File: src/rtl/change_dispenser_pkg.sv
// Shared types and constants for the change dispenser.
// Coin encodings double as the output code driven on the coin bus.
// Default inventory is what reset restores.
package change_pkg;

  typedef enum logic [2:0] {
    COIN_NONE = 3'b000,
    COIN_CIR  = 3'b001,
    COIN_TRI  = 3'b011,
    COIN_PENT = 3'b101
  } coin_t;

  typedef enum logic [1:0] {
    IDLE,
    DISPENSE,
    DONE
  } state_t;

  localparam int unsigned PENT_VAL = 5;
  localparam int unsigned TRI_VAL  = 3;
  localparam int unsigned CIR_VAL  = 1;

  localparam logic [1:0] INV_DEFAULT = 2'd3;

endpackage

File: src/rtl/change_dispenser_if.sv
// Handshake, restock and status bundle of the change dispenser.
// master = the environment driving requests and coin_ready.
// slave  = the dispenser itself.
interface change_dispenser_if #(
  parameter int AMT_W = 4
);

  logic             load;
  logic [1:0]       load_pent;
  logic [1:0]       load_tri;
  logic [1:0]       load_cir;
  logic             start;
  logic [AMT_W-1:0] amount;
  logic             coin_valid;
  logic [2:0]       coin;
  logic             coin_ready;
  logic             busy;
  logic             done;
  logic [AMT_W-1:0] remaining;
  logic             exact;
  logic             timeout;
  logic [1:0]       pent_left;
  logic [1:0]       tri_left;
  logic [1:0]       cir_left;

  modport master (
    output load, load_pent, load_tri, load_cir, start, amount, coin_ready,
    input  coin_valid, coin, busy, done, remaining, exact, timeout,
           pent_left, tri_left, cir_left
  );

  modport slave (
    input  load, load_pent, load_tri, load_cir, start, amount, coin_ready,
    output coin_valid, coin, busy, done, remaining, exact, timeout,
           pent_left, tri_left, cir_left
  );

endinterface

File: src/rtl/change_dispenser_coin_select.sv
// Greedy coin picker: largest in-stock coin not exceeding rem.
// Purely combinational, zero latency.
// No handshake; the caller decides when the pick is consumed.
module coin_select
  import change_pkg::*;
#(
  parameter int AMT_W = 4
) (
  input  logic [AMT_W-1:0] rem_i,
  input  logic [1:0]       pent_i,
  input  logic [1:0]       tri_i,
  input  logic [1:0]       cir_i,
  output coin_t            coin_o,
  output logic [AMT_W-1:0] rem_next_o
);

  // Priority pick; the count and rem guards mean no underflow is possible.
  always_comb begin
    coin_o     = COIN_NONE;
    rem_next_o = rem_i;
    if (rem_i >= AMT_W'(PENT_VAL) && pent_i != 2'd0) begin
      coin_o     = COIN_PENT;
      rem_next_o = rem_i - AMT_W'(PENT_VAL);
    end else if (rem_i >= AMT_W'(TRI_VAL) && tri_i != 2'd0) begin
      coin_o     = COIN_TRI;
      rem_next_o = rem_i - AMT_W'(TRI_VAL);
    end else if (rem_i >= AMT_W'(CIR_VAL) && cir_i != 2'd0) begin
      coin_o     = COIN_CIR;
      rem_next_o = rem_i - AMT_W'(CIR_VAL);
    end
  end

endmodule

File: src/rtl/change_dispenser.sv
// Change dispenser: holds coin inventory, pays out owed change one coin per handshake.
// Latency: start to done = accepted coins + stalled cycles + 2 (2 when nothing fits).
// Backpressure: coin held stable while coin_ready is low; optional stall abort via CHANGE_TIMEOUT_EN.
module change_dispenser
  import change_pkg::*;
#(
  parameter int AMT_W       = 4,
  parameter int TIMEOUT_CYC = 15
) (
  input logic               clock,
  input logic               reset,
  change_dispenser_if.slave bus
);

  state_t           state_q, state_d;
  logic [AMT_W-1:0] rem_q, rem_d;
  logic [1:0]       pent_q, pent_d;
  logic [1:0]       tri_q, tri_d;
  logic [1:0]       cir_q, cir_d;
  logic [AMT_W-1:0] remaining_q, remaining_d;
  logic             exact_q, exact_d;

  coin_t            sel_coin;
  logic [AMT_W-1:0] sel_rem;
  logic             coin_vld;

`ifdef CHANGE_TIMEOUT_EN
  localparam int CNT_W = $clog2(TIMEOUT_CYC + 1);
  logic [CNT_W-1:0] stall_q, stall_d;
  logic             timeout_q, timeout_d;
  logic             stall_hit;

  // The current stalled cycle is the one that brings the count to the limit.
  assign stall_hit = (stall_q == CNT_W'(TIMEOUT_CYC - 1));
`endif

  coin_select #(.AMT_W(AMT_W)) u_coin_select (
    .rem_i      (rem_q),
    .pent_i     (pent_q),
    .tri_i      (tri_q),
    .cir_i      (cir_q),
    .coin_o     (sel_coin),
    .rem_next_o (sel_rem)
  );

  // Next-state, datapath updates and the coin handshake.
  always_comb begin
    state_d     = state_q;
    rem_d       = rem_q;
    pent_d      = pent_q;
    tri_d       = tri_q;
    cir_d       = cir_q;
    remaining_d = remaining_q;
    exact_d     = exact_q;
    coin_vld    = 1'b0;
`ifdef CHANGE_TIMEOUT_EN
    stall_d     = stall_q;
    timeout_d   = timeout_q;
`endif
    case (state_q)
      IDLE: begin
        // Restock beats a simultaneous start, which is simply dropped.
        if (bus.load) begin
          pent_d = bus.load_pent;
          tri_d  = bus.load_tri;
          cir_d  = bus.load_cir;
        end else if (bus.start) begin
          rem_d   = bus.amount;
          state_d = DISPENSE;
`ifdef CHANGE_TIMEOUT_EN
          stall_d   = '0;
          timeout_d = 1'b0;
`endif
        end
      end
      DISPENSE: begin
        if (sel_coin == COIN_NONE) begin
          // Results are captured on the way into DONE so they line up with the done pulse.
          state_d     = DONE;
          remaining_d = rem_q;
          exact_d     = (rem_q == '0);
        end else begin
          coin_vld = 1'b1;
          if (bus.coin_ready) begin
            rem_d = sel_rem;
            case (sel_coin)
              COIN_PENT: pent_d = pent_q - 2'd1;
              COIN_TRI:  tri_d  = tri_q - 2'd1;
              COIN_CIR:  cir_d  = cir_q - 2'd1;
              default:   ;
            endcase
`ifdef CHANGE_TIMEOUT_EN
            stall_d = '0;
          end else if (stall_hit) begin
            // Abort: the stalled coin stays in stock and in remaining.
            state_d     = DONE;
            timeout_d   = 1'b1;
            remaining_d = rem_q;
            exact_d     = (rem_q == '0);
          end else begin
            stall_d = stall_q + 1'b1;
`endif
          end
        end
      end
      DONE: begin
        state_d = IDLE;
      end
      default: begin
        state_d = IDLE;
      end
    endcase
  end

  // State and datapath registers with synchronous reset.
  always_ff @(posedge clock) begin
    if (reset) begin
      state_q     <= IDLE;
      rem_q       <= '0;
      pent_q      <= INV_DEFAULT;
      tri_q       <= INV_DEFAULT;
      cir_q       <= INV_DEFAULT;
      remaining_q <= '0;
      exact_q     <= 1'b0;
`ifdef CHANGE_TIMEOUT_EN
      stall_q     <= '0;
      timeout_q   <= 1'b0;
`endif
    end else begin
      state_q     <= state_d;
      rem_q       <= rem_d;
      pent_q      <= pent_d;
      tri_q       <= tri_d;
      cir_q       <= cir_d;
      remaining_q <= remaining_d;
      exact_q     <= exact_d;
`ifdef CHANGE_TIMEOUT_EN
      stall_q     <= stall_d;
      timeout_q   <= timeout_d;
`endif
    end
  end

  // Outside DISPENSE the picker still sees stale rem, so the coin code is gated.
  assign bus.coin_valid = coin_vld;
  assign bus.coin       = coin_vld ? sel_coin : COIN_NONE;
  assign bus.busy       = (state_q != IDLE);
  assign bus.done       = (state_q == DONE);
  assign bus.remaining  = remaining_q;
  assign bus.exact      = exact_q;
  assign bus.pent_left  = pent_q;
  assign bus.tri_left   = tri_q;
  assign bus.cir_left   = cir_q;

`ifdef CHANGE_TIMEOUT_EN
  assign bus.timeout = timeout_q;
`else
  // No stall limit in this build; a non-negative limit makes this a constant 0.
  localparam logic TIMEOUT_TIE = (TIMEOUT_CYC < 0);
  assign bus.timeout = TIMEOUT_TIE;
`endif

endmodule

File: src/flat_wrapper.sv
// flat-port wrapper written by rule: the top's interface ports become plain ports
module change_dispenser_flat import change_pkg::*;
#(
  parameter int AMT_W       = 4,
  parameter int TIMEOUT_CYC = 15
)
  (clock, reset, bus_load, bus_load_pent, bus_load_tri, bus_load_cir, bus_start, bus_amount, bus_coin_ready, bus_coin_valid, bus_coin, bus_busy, bus_done, bus_remaining, bus_exact, bus_timeout, bus_pent_left, bus_tri_left, bus_cir_left);
  change_dispenser_if #(.AMT_W(AMT_W)) bus_i ();
  input logic clock;
  input logic reset;
  input wire logic [$bits(bus_i.load)-1:0] bus_load;
  input wire logic [$bits(bus_i.load_pent)-1:0] bus_load_pent;
  input wire logic [$bits(bus_i.load_tri)-1:0] bus_load_tri;
  input wire logic [$bits(bus_i.load_cir)-1:0] bus_load_cir;
  input wire logic [$bits(bus_i.start)-1:0] bus_start;
  input wire logic [$bits(bus_i.amount)-1:0] bus_amount;
  input wire logic [$bits(bus_i.coin_ready)-1:0] bus_coin_ready;
  output wire logic [$bits(bus_i.coin_valid)-1:0] bus_coin_valid;
  output wire logic [$bits(bus_i.coin)-1:0] bus_coin;
  output wire logic [$bits(bus_i.busy)-1:0] bus_busy;
  output wire logic [$bits(bus_i.done)-1:0] bus_done;
  output wire logic [$bits(bus_i.remaining)-1:0] bus_remaining;
  output wire logic [$bits(bus_i.exact)-1:0] bus_exact;
  output wire logic [$bits(bus_i.timeout)-1:0] bus_timeout;
  output wire logic [$bits(bus_i.pent_left)-1:0] bus_pent_left;
  output wire logic [$bits(bus_i.tri_left)-1:0] bus_tri_left;
  output wire logic [$bits(bus_i.cir_left)-1:0] bus_cir_left;
  assign bus_i.load = bus_load;
  assign bus_i.load_pent = bus_load_pent;
  assign bus_i.load_tri = bus_load_tri;
  assign bus_i.load_cir = bus_load_cir;
  assign bus_i.start = bus_start;
  assign bus_i.amount = bus_amount;
  assign bus_i.coin_ready = bus_coin_ready;
  assign bus_coin_valid = bus_i.coin_valid;
  assign bus_coin = bus_i.coin;
  assign bus_busy = bus_i.busy;
  assign bus_done = bus_i.done;
  assign bus_remaining = bus_i.remaining;
  assign bus_exact = bus_i.exact;
  assign bus_timeout = bus_i.timeout;
  assign bus_pent_left = bus_i.pent_left;
  assign bus_tri_left = bus_i.tri_left;
  assign bus_cir_left = bus_i.cir_left;
  change_dispenser #(.AMT_W(AMT_W), .TIMEOUT_CYC(TIMEOUT_CYC)) u_core (.clock(clock), .reset(reset), .bus(bus_i));
endmodule
File: config.mk
export PLATFORM = sky130hd
export DESIGN_NAME = change_dispenser_flat
export DESIGN_NICKNAME = d
export VERILOG_FILES = /design/src/rtl/change_dispenser_pkg.sv /design/src/rtl/change_dispenser_if.sv /design/src/rtl/change_dispenser_coin_select.sv /design/src/rtl/change_dispenser.sv /design/src/flat_wrapper.sv
export SDC_FILE = /design/constraint.sdc
export NUM_CORES = 1
export LEC_CHECK = 0
export BUFFER_PORTS_ARGS = -buffer_cell sky130_fd_sc_hd__buf_4
export CORE_UTILIZATION = 40
export DETAILED_ROUTE_END_ITERATION = 16
export PLACE_DENSITY = 0.68
export SLEW_MARGIN = 20
export SYNTH_ARGS = -nofsm -noshare
export SYNTH_HDL_FRONTEND = slang
export SYNTH_SLANG_ARGS = --single-unit
File: constraint.sdc
create_clock -name clock -period 2.4 [get_ports clock]
set_input_delay 0.24 -clock clock [delete_from_list [all_inputs] [get_ports clock]]
set_output_delay 0.24 -clock clock [all_outputs]
set_load 0.01 [all_outputs]
# --- Word-level counts from Yosys, hierarchy flattened ---
# Index checks and enable logic that the tools add are counted.
totals:
  ff_bits: 17
  latch_bits: 0
  mem_bits_rw: 0
  mem_bits_ro: 0
  inputBits: 15
  out_inout_bits: 18
  word_cells: 81
  mem_count: 0
classes:
  n_addsub: 6
  multipliers: 0
  n_div: 0
  order_cmp: 3
  eq_ne: 15
  n_shift: 0
  n_mux: 33
  bitwise: 0
  reduce_logical: 17
op_table:
  columns: ["cell", "n"]
  rows:
  - ["2-to-1 mux 2 bit", 16]
  - ["2-to-1 mux 4 bit", 7]
  - ["one-hot mux 2 bit (2 select lines)", 4]
  - ["AND reduction 5 bit", 3]
  - ["inequality test 2 bit, second input constant", 7]
  - ["nonzero test 2 bit", 5]
  - ["one-hot mux 4 bit (2 select lines)", 1]
  - ["2-to-1 mux 3 bit", 2]
  - ["AND reduction 6 bit", 1]
  - ["subtractor 2 x 1 -> 2 bit, second input constant", 3]
  - [">= comparator 4 x 1 -> 1 bit, second input constant", 1]
  - [">= comparator 4 x 2 -> 1 bit, second input constant", 1]
  - [">= comparator 4 x 3 -> 1 bit, second input constant", 1]
  - ["logical NOT 4 bit", 1]
  - ["inequality test 2 x 1 -> 1 bit, second input constant", 2]
  - ["inequality test 4 bit, second input constant", 1]
  - ["subtractor 4 x 1 -> 4 bit, second input constant", 1]
  - ["subtractor 4 x 2 -> 4 bit, second input constant", 1]
  - ["subtractor 4 x 3 -> 4 bit, second input constant", 1]
  - ["== test 3 x 1 -> 1 bit, second input constant", 1]
  - ["== test 3 x 2 -> 1 bit, second input constant", 1]
  - ["== test 3 bit, second input constant", 1]
  - ["logical AND 1 bit", 3]
  - ["logical NOT 3 bit", 1]
  - ["other kinds (6)", 8]

# --- Depth between registers and ports, before layout ---
# Gate-level depths: netlist of run 1.
depth:
  depth_word: 10
  depth_mapped: 8
  depth_no_buf: 7

# --- Modules after synthesis ---
# A second synthesis of run 1 with hierarchy kept.
hier_totals:
  cells_unflattened: 160
  hier_area_um2: 1283.7
modules_own_cells:
  columns: ["module", "instances", "cells_each", "area_per_inst_um2", "seq_area_each_um2"]
  rows:
  - ["change_dispenser", 1, 114, 910.9, 340.3]
  - ["coin_select", 1, 46, 372.9, 0.0]

# --- Worst setup path before layout of run 1 ---
# OpenSTA, ideal clock, no wires.
synth_path:
  path_kind: "register to register"
  start: "reg u_core.rem_q[0]"
  end: "reg u_core.rem_q[0]"
  setup_time_ns: 0.086
  t_arrival_ns: 1.758
  required_time_ns: 2.314
  setup_slack_ns: 0.555
  stages_incl_launch_ff: 8
  path_buffers: 0
  cell_sequence: "dfxtp_1 -> inv_1 -> ha_1 -> nor2b_4 -> o311ai_4 -> o31a_4 -> o21ai_2 -> a221oi_2"
synth_via:
  elab_chain_cells: 8
  elab_cells_between_ends: 22
synth_lines:
  columns: ["item", "line", "rtl"]
  rows:
  - ["from (decl)", "change_dispenser.sv:16", "logic [AMT_W-1:0] rem_q, rem_d;"]
  - ["from (signal assigned)", "change_dispenser.sv:131", "rem_q <= rem_d;"]
  - [">= comparator 4 x 1 -> 1 bit", "change_dispenser_coin_select.sv:27", "end else if (rem_i >= AMT_W'(CIR_VAL) && cir_i != 2'd0) begin"]
  - ["logical AND 1 bit", "change_dispenser_coin_select.sv:27", null]
  - ["2-to-1 mux 1 bit", "change_dispenser_coin_select.sv:27", null]
  - ["2-to-1 mux 2 bit", "change_dispenser_coin_select.sv:24", "end else if (rem_i >= AMT_W'(TRI_VAL) && tri_i != 2'd0) begin"]
  - ["2-to-1 mux 3 bit", "change_dispenser_coin_select.sv:21", "if (rem_i >= AMT_W'(PENT_VAL) && pent_i != 2'd0) begin"]
  - ["logical NOT 3 bit", "change_dispenser.sv:77", "if (sel_coin == COIN_NONE) begin"]
  - ["inequality test 2 bit (no line)", null, null]
  - ["AND reduction 6 bit (no line)", null, null]
# Several ways; a longest one is shown, not always the timed one. The select of a mux whose other input is x is not followed.
# A chain may end at the register's enable or synchronous reset.

# --- Final worst setup path of run 1 ---
layout_path:
  start: "reg u_core.rem_q[1]"
  end: "out bus_coin_valid"
layout_via:
  elab_chain_cells: 8
  elab_cells_between_ends: 12
layout_lines:
  columns: ["item", "line", "rtl"]
  rows:
  - [">= comparator 4 x 1 -> 1 bit", "change_dispenser_coin_select.sv:27", null]
  - ["logical AND 1 bit", "change_dispenser_coin_select.sv:27", null]
  - ["2-to-1 mux 1 bit", "change_dispenser_coin_select.sv:27", null]
  - ["2-to-1 mux 2 bit", "change_dispenser_coin_select.sv:24", null]
  - ["2-to-1 mux 3 bit *", "change_dispenser_coin_select.sv:21", null]
  - ["logical NOT 3 bit *", "change_dispenser.sv:77", null]
  - ["2-to-1 mux 1 bit *", "change_dispenser.sv:77", null]
  - ["2-to-1 mux 1 bit *", "change_dispenser.sv:60", "case (state_q)"]
  - ["to (decl)", "flat_wrapper.sv:18", "output wire logic [$bits(bus_i.coin_valid)-1:0] bus_coin_valid;"]
# Every way passes the cells marked *; elsewhere a longest branch is shown, timed or not.

==> flow_summary.html, run 1 <==
<table>
<tr><th>Metric</th><th>Value</th></tr>
<tr><th colspan="2">Route</th></tr>
<tr><td>Number of iterations in the first detailed-routing pass</td><td>4</td></tr>
<tr><td>Via Count</td><td>1222</td></tr>
<tr><td>Antenna Nets Post-Route</td><td>0</td></tr>
<tr><td>Average wire length per cell after detail routing</td><td>13.03 µm</td></tr>
<tr><td>Total routed wirelength</td><td>2998 µm</td></tr>
<tr><td>DR DRC count</td><td>0</td></tr>
<tr><td>DR iter-0 viols</td><td>20</td></tr>
<tr><td>Avg Vias per Cell</td><td>5.313</td></tr>
<tr><th colspan="2">Timing</th></tr>
<tr><td>Achievable clock frequency</td><td>445.3 MHz</td></tr>
<tr><td>Total of endpoints with negative setup slack in the final report</td><td>0</td></tr>
<tr><td>Number of max-slew violations in the final report</td><td>0</td></tr>
<tr><td>Setup repair after global routing missed its margin</td><td>no</td></tr>
<tr><td>Post-route clock period utilization</td><td>93.58%</td></tr>
<tr><td>Worst-case clock skew</td><td>0.3489 ps</td></tr>
<tr><td>Sum of negative setup slack</td><td>0 ps</td></tr>
<tr><td>Final critical-path setup slack</td><td>154.1 ps</td></tr>
<tr><td>Final critical path time including I/O delays and setup</td><td>2246 ps</td></tr>
<tr><td>Final count of hold timing violations</td><td>0</td></tr>
<tr><th colspan="2">Place</th></tr>
<tr><td>Post-Place Setup Slack</td><td>383.3 ps</td></tr>
<tr><td>Number of input and output port buffers inserted</td><td>31</td></tr>
<tr><td>Number of cells in the design after placement</td><td>223</td></tr>
<tr><td>Placer congestion estimate</td><td>0.8584</td></tr>
<tr><td>HPWL after detailed placement</td><td>2264 µm</td></tr>
<tr><th colspan="2">Final layout</th></tr>
<tr><td>Layout fillers</td><td>291</td></tr>
<tr><td>Layout area overhead</td><td>23.21%</td></tr>
<tr><td>Antenna diode instance count</td><td>0</td></tr>
<tr><td>Most common cell after layout, fill and taps aside</td><td>sky130_fd_sc_hd__buf_4</td></tr>
<tr><td>Final standard cell count with taps included and fillers excluded</td><td>230</td></tr>
<tr><td>Fraction of layout cells with a size suffix above 1</td><td>28.49%</td></tr>
<tr><td>Commonest cells after routing, fill and taps aside</td><td>sky130_fd_sc_hd__buf_4 (35), sky130_fd_sc_hd__nor2_1 (21), sky130_fd_sc_hd__dfxtp_1 (16)</td></tr>
<tr><td>Final layout net count</td><td>209</td></tr>
<tr><th colspan="2">Critical path</th></tr>
<tr><td>Worst EP arrival</td><td>2010 ps</td></tr>
<tr><td>CP Launch Type</td><td>flop</td></tr>
<tr><td>Setup slack on the worst flop-to-flop path</td><td>300 ps</td></tr>
<tr><td>Element type at the critical path end</td><td>primary output</td></tr>
<tr><td>Crit path buffers/inverters</td><td>2</td></tr>
<tr><td>Top cell family by delay on the critical path</td><td>flip-flops</td></tr>
<tr><td>Critical path's most frequent cell</td><td>sky130_fd_sc_hd__nor2_1</td></tr>
<tr><td>Ordered cell list for the critical path</td><td>inv_1, ha_1, nor2b_4, o311ai_4, nor2_1, nor2_1, buf_4</td></tr>
<tr><td>Max incr delay on CP</td><td>440 ps</td></tr>
<tr><td>Worst Path Class, Setup</td><td>flop to primary output</td></tr>
<tr><td>Register-to-Register Path Depth</td><td>8</td></tr>
<tr><td>Slowest cell on the critical path</td><td>sky130_fd_sc_hd__dfxtp_1</td></tr>
<tr><td>Crit Reg-Reg Endpoint</td><td>u_core.bus.cir_left[0]</td></tr>
<tr><td>Maximum fanout encountered on the critical timing path</td><td>7</td></tr>
<tr><td>Source of the worst register-to-register timing path</td><td>u_core.rem_q[1]</td></tr>
<tr><td>Crit path required time</td><td>2160 ps</td></tr>
<tr><th colspan="2">Synth</th></tr>
<tr><td>Fraction of the mapped netlist area in simple logic gates</td><td>20.83%</td></tr>
<tr><td>Most used flip-flop cell after synthesis</td><td>sky130_fd_sc_hd__dfxtp_1</td></tr>
<tr><td>Total nets after synthesis</td><td>178</td></tr>
<tr><td>Synthesized-area fraction occupied by ao, oa, aoi and oai cells</td><td>30.16%</td></tr>
<tr><td>Largest area contributor in the synthesized netlist</td><td>sky130_fd_sc_hd__dfxtp_1</td></tr>
<tr><td>Distinct cell type count after synthesis</td><td>48</td></tr>
<tr><td>Count of warnings emitted by yosys</td><td>0</td></tr>
<tr><td>Portion of netlist area occupied by mux cells</td><td>4.762%</td></tr>
<tr><td>Cell types with the largest area share after synthesis</td><td>sky130_fd_sc_hd__dfxtp_1 (27%), sky130_fd_sc_hd__ha_1 (6.9%), sky130_fd_sc_hd__nor2_1 (6.3%), sky130_fd_sc_hd__mux2i_1 (4.8%), sky130_fd_sc_hd__nand2_1 (3.6%)</td></tr>
<tr><td>Post-synthesis adder-cell area fraction</td><td>8.532%</td></tr>
<tr><td>Synthesized instance count</td><td>156</td></tr>
<tr><td>Async SR Flop Fraction</td><td>0%</td></tr>
<tr><td>EDFF count, synth</td><td>0</td></tr>
<tr><td>Average footprint of a synthesized cell</td><td>8.085 µm²</td></tr>
<tr><td>Number of synthesized register bits</td><td>17</td></tr>
<tr><td>Dominant combinational cell family by area after synthesis</td><td>compound AO/OA/AOI/OAI gates</td></tr>
<tr><td>Area of the mapped netlist</td><td>1261 µm²</td></tr>
<tr><td>Synth Area in XOR/XNOR</td><td>0.6944%</td></tr>
<tr><td>Fraction of the yosys area taken by sequential cells</td><td>26.98%</td></tr>
<tr><td>Post-synth top area share</td><td>26.98%</td></tr>
<tr><th colspan="2">Power and ir drop</th></tr>
<tr><td>Highest ir drop seen on vdd</td><td>0.0003120 V</td></tr>
<tr><td>Static power due to leakage</td><td>0.6970 nW</td></tr>
<tr><td>Power density over the cells</td><td>550.0 nW/µm²</td></tr>
<tr><th colspan="2">Clock tree</th></tr>
<tr><td>Number of H-tree levels</td><td>1</td></tr>
<tr><td>TritonCTS clock tree</td><td>yes</td></tr>
<tr><td>Bufs on Longest Clock Path</td><td>2</td></tr>
<tr><td>Cts hold-fix bufs</td><td>0</td></tr>
<tr><td>Root cell of the clock tree</td><td>sky130_fd_sc_hd__clkbuf_4</td></tr>
<tr><td>Clk pin slew, worst setup/hold paths</td><td>100 ps</td></tr>
<tr><td>Num CTS Buffers</td><td>3</td></tr>
<tr><td>Clock latency on the worst-skew pair</td><td>290 ps</td></tr>
<tr><td>Number of sinks driven by the clock tree</td><td>17</td></tr>
<tr><th colspan="2">Global route</th></tr>
<tr><td>Antenna violations before repair</td><td>0</td></tr>
<tr><td>Grt ovf</td><td>0</td></tr>
<tr><td>Pin count of the biggest net entering global routing</td><td>19</td></tr>
<tr><td>GRT Overall Usage</td><td>19.22%</td></tr>
<tr><td>Via count of the first global-routing pass</td><td>1098</td></tr>
<tr><td>First-pass GRT wire length</td><td>5030 µm</td></tr>
<tr><th colspan="2">Worst hold path</th></tr>
<tr><td>Worst Hold Path EP</td><td>u_core.rem_q[1]</td></tr>
<tr><td>Classification of the worst-slack hold path</td><td>input pin to flop</td></tr>
<tr><td>Origin of the worst min-delay path</td><td>bus_amount[1]</td></tr>
<tr><td>Depth of the worst hold-timing path</td><td>3</td></tr>
<tr><th colspan="2">Floorplanning</th></tr>
<tr><td>Die area</td><td>3381 µm²</td></tr>
<tr><td>Area inside the core boundary</td><td>3028 µm²</td></tr>
<tr><td>I/O pin cnt</td><td>33</td></tr>
<tr><td>Effective utilization at floorplan</td><td>41.65%</td></tr>
<tr><td>Die boundary width</td><td>58.15 µm</td></tr>
<tr><td>Die height</td><td>58.15 µm</td></tr>
<tr><td>Placement row count</td><td>20</td></tr>
<tr><th colspan="2">Job</th></tr>
<tr><td>Maxcap violations</td><td>0</td></tr>
<tr><th colspan="2">Outcome</th></tr>
<tr><td>Run status</td><td>finished clean</td></tr>
</table>
[routing by layer]
layer,routed length (µm),global-route usage (%)
met3,115,2.232
met1,1393,25.89
met5,0,0
met4,34,5.102
met2,1455,32.51
[cell families after synthesis]
family,Yosys count
flip-flops,17
multiplexers,6
XOR/XNOR,1
AND/OR/NAND/NOR,53
other,1
adder cells (fa/ha/maj),9
AO/OA/AOI/OAI,48
buffers and inverters,21
[cell usage after synthesis (2+ instances only)]
| cell type | n |
|---|---|
| sky130_fd_sc_hd__nor2_1 | 21 |
| sky130_fd_sc_hd__dfxtp_1 | 17 |
| sky130_fd_sc_hd__nand2_1 | 12 |
| sky130_fd_sc_hd__inv_1 | 11 |
| sky130_fd_sc_hd__a21oi_1 | 8 |
| sky130_fd_sc_hd__ha_1 | 7 |
| sky130_fd_sc_hd__o21ai_0 | 7 |
| sky130_fd_sc_hd__mux2i_1 | 6 |
| sky130_fd_sc_hd__a211oi_1 | 4 |
| sky130_fd_sc_hd__nand2b_1 | 4 |
| sky130_fd_sc_hd__o211ai_1 | 4 |
| sky130_fd_sc_hd__a21oi_2 | 3 |
| sky130_fd_sc_hd__buf_2 | 3 |
| sky130_fd_sc_hd__nor3_1 | 3 |
| sky130_fd_sc_hd__a311o_1 | 2 |
| sky130_fd_sc_hd__a31oi_1 | 2 |
| sky130_fd_sc_hd__buf_4 | 2 |
| sky130_fd_sc_hd__clkbuf_1 | 2 |
| sky130_fd_sc_hd__maj3_1 | 2 |
| sky130_fd_sc_hd__nand3_1 | 2 |
| sky130_fd_sc_hd__nor2b_1 | 2 |
| sky130_fd_sc_hd__nor4_1 | 2 |
| sky130_fd_sc_hd__o21a_1 | 2 |
| sky130_fd_sc_hd__o21bai_1 | 2 |
| sky130_fd_sc_hd__o221ai_1 | 2 |
| sky130_fd_sc_hd__or2_2 | 2 |
[tightest hold or removal path, cell delays in order]
cell	delay [ps]
sky130_fd_sc_hd__buf_4	110
sky130_fd_sc_hd__nand2_1	50
sky130_fd_sc_hd__a31oi_1	70
[through the flow]
step                hold WS (ps)  utilization, %  cell area (µm²)   power, W
floorplan                  394.7               -             1261  0.0005898
global placement           459.0           49.67             1504  0.0006770
detailed placement         467.7           49.67             1504  0.0006830
CTS                        211.3           50.54             1530  0.0008413
global route               216.5           51.32             1554  0.0009145
finish                     217.1           51.32             1554  0.0008546
[where the power goes]
part           internal [W]  leakage [nW]  switching [W]
logic              0.000168         0.542       0.000184
registers          0.000308         0.140      0.0000361
clock network     0.0000647        0.0150      0.0000944
[worst max path at each step]
stage	from	to	depth (start not counted)	slack, ps
floorplan	u_core.rem_q[0]	u_core.rem_q[0]	7	560
global placement	u_core.rem_q[0]	u_core.rem_q[0]	7	440
detailed placement	u_core.rem_q[0]	u_core.rem_q[0]	7	380
CTS	u_core.rem_q[0]	bus_coin[0]	7	80
global route	u_core.rem_q[1]	bus_coin[0]	7	30
finish	u_core.rem_q[1]	bus_coin_valid	7	150
[sequential cells by signal, indices dropped and copies added (netlist names)]
register              flops
u_core.bus.tri_left       2
u_core.bus.exact          1
u_core.bus.pent_left      2
u_core.rem_q              4
u_core.state_q            2
u_core.bus.cir_left       2
u_core.bus.remaining      4
[final cells by class]
type | instances | area, µm² | share of cell area, %
Multi-Input combinational cell | 118 | 823.3 | 52.98
Sequential cell | 17 | 341.6 | 21.98
Timing Repair Buffer | 35 | 262.8 | 16.91
Tap cell | 44 | 55.05 | 3.543
Inverter | 12 | 45.04 | 2.899
Clock buffer | 4 | 26.28 | 1.691
[repair_timing]
item | 4_1_cts | 5_1_grt
setup endpoints to repair | 0 | 2
resized for setup | 0 | 1
setup buffers | 0 | 3
Note: power is estimated with default switching activity, not from simulation.
==> inputs of run 2 (changes only) <==
--- a/config.mk
+++ b/config.mk
@@ -6,9 +6,10 @@
 export NUM_CORES = 1
 export LEC_CHECK = 0
 export BUFFER_PORTS_ARGS = -buffer_cell sky130_fd_sc_hd__buf_4
+export CORE_ASPECT_RATIO = 1.1
 export CORE_UTILIZATION = 40
 export DETAILED_ROUTE_END_ITERATION = 16
-export PLACE_DENSITY = 0.68
+export PLACE_DENSITY = 0.67
 export SLEW_MARGIN = 20
 export SYNTH_ARGS = -nofsm -noshare
 export SYNTH_HDL_FRONTEND = slang
==> flow_summary.html, run 2 (synthesis gave the netlist of run 1 again) <==
<table>
<tr><th>Metric</th><th>Value</th></tr>
<tr><th colspan="2">Route</th></tr>
<tr><td>Number of iterations in the first detailed-routing pass</td><td>5 (+1)</td></tr>
<tr><td>Antenna Nets Post-Route</td><td>0 (unchanged)</td></tr>
<tr><td>Average wire length per cell after detail routing</td><td>14.44 µm (+11%)</td></tr>
<tr><td>Avg Vias per Cell</td><td>5.613 (+5.6%)</td></tr>
<tr><td>DR iter-0 viols</td><td>28 (+40%)</td></tr>
<tr><td>DR DRC count</td><td>0 (unchanged)</td></tr>
<tr><td>Via Count</td><td>1218 (-0.33%)</td></tr>
<tr><td>Total routed wirelength</td><td>3133 µm (+4.5%)</td></tr>
<tr><th colspan="2">Floorplanning</th></tr>
<tr><td>Effective utilization at floorplan</td><td>41.74% (+0.086 points)</td></tr>
<tr><td>I/O pin cnt</td><td>33 (unchanged)</td></tr>
<tr><td>Die height</td><td>60.89 µm (+4.7%)</td></tr>
<tr><td>Area inside the core boundary</td><td>3022 µm² (-0.21%)</td></tr>
<tr><td>Die boundary width</td><td>55.54 µm (-4.5%)</td></tr>
<tr><td>Die area</td><td>3382 µm² (about the same)</td></tr>
<tr><td>Placement row count</td><td>21 (+5.0%)</td></tr>
<tr><th colspan="2">Critical path</th></tr>
<tr><td>CP Launch Type</td><td>flop</td></tr>
<tr><td>Worst EP arrival</td><td>2020 ps (about the same)</td></tr>
<tr><td>Source of the worst register-to-register timing path</td><td>u_core.rem_q[0]</td></tr>
<tr><td>Worst Path Class, Setup</td><td>flop to primary output</td></tr>
<tr><td>CP startpoint</td><td>u_core.rem_q[0]</td></tr>
<tr><td>Element type at the critical path end</td><td>primary output</td></tr>
<tr><td>Maximum fanout encountered on the critical timing path</td><td>7 (unchanged)</td></tr>
<tr><td>Crit path required time</td><td>2160 ps (about the same)</td></tr>
<tr><th colspan="2">Final layout</th></tr>
<tr><td>Footprint of the multi-input gates</td><td>823.3 µm² (unchanged)</td></tr>
<tr><td>Final core area utilization</td><td>50.35% (-0.97 points)</td></tr>
<tr><td>Commonest cells after routing, fill and taps aside</td><td>sky130_fd_sc_hd__buf_4 (32), sky130_fd_sc_hd__nor2_1 (21), sky130_fd_sc_hd__dfxtp_1 (15)</td></tr>
<tr><td>Sequential cell area</td><td>342.8 µm² (+0.37%)</td></tr>
<tr><td>Most common cell after layout, fill and taps aside</td><td>sky130_fd_sc_hd__buf_4</td></tr>
<tr><td>Fraction of layout cells with a size suffix above 1</td><td>28.42% (-0.079 points)</td></tr>
<tr><td>Final layout net count</td><td>206 (-1.4%)</td></tr>
<tr><td>Layout area overhead</td><td>20.63%</td></tr>
<tr><td>Antenna diode instance count</td><td>0 (unchanged)</td></tr>
<tr><td>Layout fillers</td><td>285 (-2.1%)</td></tr>
<tr><th colspan="2">Place</th></tr>
<tr><td>Post-Place Setup Slack</td><td>344.8 ps (-38.41 ps)</td></tr>
<tr><td>HPWL after detailed placement</td><td>2396 µm (+5.8%)</td></tr>
<tr><td>Placer congestion estimate</td><td>0.8891 (+3.6%)</td></tr>
<tr><td>Number of input and output port buffers inserted</td><td>31 (unchanged)</td></tr>
<tr><th colspan="2">Clock tree</th></tr>
<tr><td>Bufs on Longest Clock Path</td><td>2 (unchanged)</td></tr>
<tr><td>Cts hold-fix bufs</td><td>0 (unchanged)</td></tr>
<tr><td>TritonCTS clock tree</td><td>yes</td></tr>
<tr><td>Clk pin slew, worst setup/hold paths</td><td>120 ps (+20 ps)</td></tr>
<tr><td>Num CTS Buffers</td><td>3 (unchanged)</td></tr>
<tr><td>Number of H-tree levels</td><td>1 (unchanged)</td></tr>
<tr><td>Clock latency on the worst-skew pair</td><td>310 ps (+20 ps)</td></tr>
<tr><td>Root cell of the clock tree</td><td>sky130_fd_sc_hd__clkbuf_4</td></tr>
<tr><td>Number of sinks driven by the clock tree</td><td>17 (unchanged)</td></tr>
<tr><th colspan="2">Global route</th></tr>
<tr><td>GRT Overall Usage</td><td>18.92% (-0.29 points)</td></tr>
<tr><td>Met1 GRT Util</td><td>23.83% (-2.1 points)</td></tr>
<tr><td>Grt ovf</td><td>0 (unchanged)</td></tr>
<tr><td>Via count of the first global-routing pass</td><td>1051 (-4.3%)</td></tr>
<tr><td>Pin count of the biggest net entering global routing</td><td>19 (unchanged)</td></tr>
<tr><td>GRT met2 Usage</td><td>34.94% (+2.4 points)</td></tr>
<tr><td>Global routing's busiest layer</td><td>met2</td></tr>
<tr><td>First-pass GRT wire length</td><td>5050 µm (+0.40%)</td></tr>
<tr><td>Met3 Resource Use GR</td><td>1.919% (-0.31 points)</td></tr>
<tr><td>Antenna violations before repair</td><td>0 (unchanged)</td></tr>
<tr><th colspan="2">Worst hold path</th></tr>
<tr><td>Classification of the worst-slack hold path</td><td>input pin to flop</td></tr>
<tr><td>Origin of the worst min-delay path</td><td>bus_amount[1]</td></tr>
<tr><th colspan="2">Timing</th></tr>
<tr><td>Post-route clock period utilization</td><td>94.29% (+0.71 points)</td></tr>
<tr><td>Final critical-path setup slack</td><td>137.1 ps (-17.03 ps)</td></tr>
<tr><td>Setup repair after global routing missed its margin</td><td>no</td></tr>
<tr><td>Worst-case clock skew</td><td>5.336 ps (+4.987 ps)</td></tr>
<tr><td>Achievable clock frequency</td><td>441.9 MHz (-0.75%)</td></tr>
<tr><td>Total of endpoints with negative setup slack in the final report</td><td>0 (unchanged)</td></tr>
<tr><td>Final count of hold timing violations</td><td>0 (unchanged)</td></tr>
<tr><td>Number of max-slew violations in the final report</td><td>0 (unchanged)</td></tr>
<tr><td>Sum of negative setup slack</td><td>0 ps (unchanged)</td></tr>
<tr><td>Final critical path time including I/O delays and setup</td><td>2263 ps (+17.03 ps)</td></tr>
<tr><th colspan="2">Power and ir drop</th></tr>
<tr><td>Power density over the cells</td><td>561.7 nW/µm² (+2.1%)</td></tr>
<tr><td>Highest ir drop seen on vdd</td><td>0.0003038 V (-2.6%)</td></tr>
<tr><td>Static power due to leakage</td><td>0.6843 nW (-1.8%)</td></tr>
<tr><td>Tot Pwr</td><td>0.0008547 W (about the same)</td></tr>
<tr><th colspan="2">Outcome</th></tr>
<tr><td>Run status</td><td>finished clean</td></tr>
<tr><th colspan="2">Job</th></tr>
<tr><td>Maxcap violations</td><td>0 (unchanged)</td></tr>
</table>
==> run 2: changes by cell type in the layout (fill, tap and decap cells not counted) <==
cell and delta:
sky130_fd_sc_hd__buf_4 -3, sky130_fd_sc_hd__clkbuf_1 -1, sky130_fd_sc_hd__clkinv_2 +1, sky130_fd_sc_hd__dfxtp_1 -1
sky130_fd_sc_hd__dfxtp_2 +1
==> run 2: area by class of cell <==
class,count,area share [%]
Clock buffer,3,1.480
Clock inverter,1,0.3289
Inverter,12,2.961
Multi-Input combinational cell,118,54.11
Sequential cell,17,22.53
Tap cell,34,2.796
Timing Repair Buffer,32,15.79
==> run 2: path summary, 6_finish.rpt <==
check	slack (ps)	endpoint	cells past startpoint
worst max-delay path	140	bus_coin[0]	7
worst min-delay path	200	u_core.rem_q[1]	3
worst min register to register	480	u_core.bus.exact	2
worst max register to register	410	u_core.rem_q[0]	7
==> run 2: worst max-delay path, cell delays in order, from the launching register on <==
cell and delay [ps]:
sky130_fd_sc_hd__dfxtp_2 420, sky130_fd_sc_hd__inv_1 110, sky130_fd_sc_hd__ha_1 270, sky130_fd_sc_hd__nor2b_4 160, sky130_fd_sc_hd__o311ai_4 370, sky130_fd_sc_hd__nor2_1 130, sky130_fd_sc_hd__nor2_1 110, sky130_fd_sc_hd__buf_4 130
==> run 2: layer usage <==
metal  vias up  share of wire [%]
met5         -                  0
met4         0               0.93
met3         6                3.2
met2        25                 51
met1       574                 44
li1        613                  -
==> run 2: timing repair <==
item                       4_1_cts  5_1_grt
buffers inserted                 0        0
gates resized for setup          0        2
setup endpoints to repair        0        3
==> run 2: stage by stage <==
stage | hold WS (ps) | instance area, µm² | std cells
2_1_floorplan | 394.7 | 1261 | 156
3_3_place_gp | 460.9 | 1491 | 213
3_5_place_dp | 464.0 | 1491 | 213
4_1_cts | 193.6 | 1519 | 217
5_1_grt | 196.0 | 1521 | 217
6_report | 195.5 | 1521 | 217
==> run 2: power breakdown <==
part | switching (W) | total, W | leakage [nW] | internal (W)
sequential | 0.0000383 | 0.000346 | 0.140 | 0.000308
clock | 0.000109 | 0.000171 | 0.0177 | 0.0000622
combinational | 0.000182 | 0.000337 | 0.527 | 0.000154
total | 0.000330 | 0.000855 | 0.684 | 0.000525
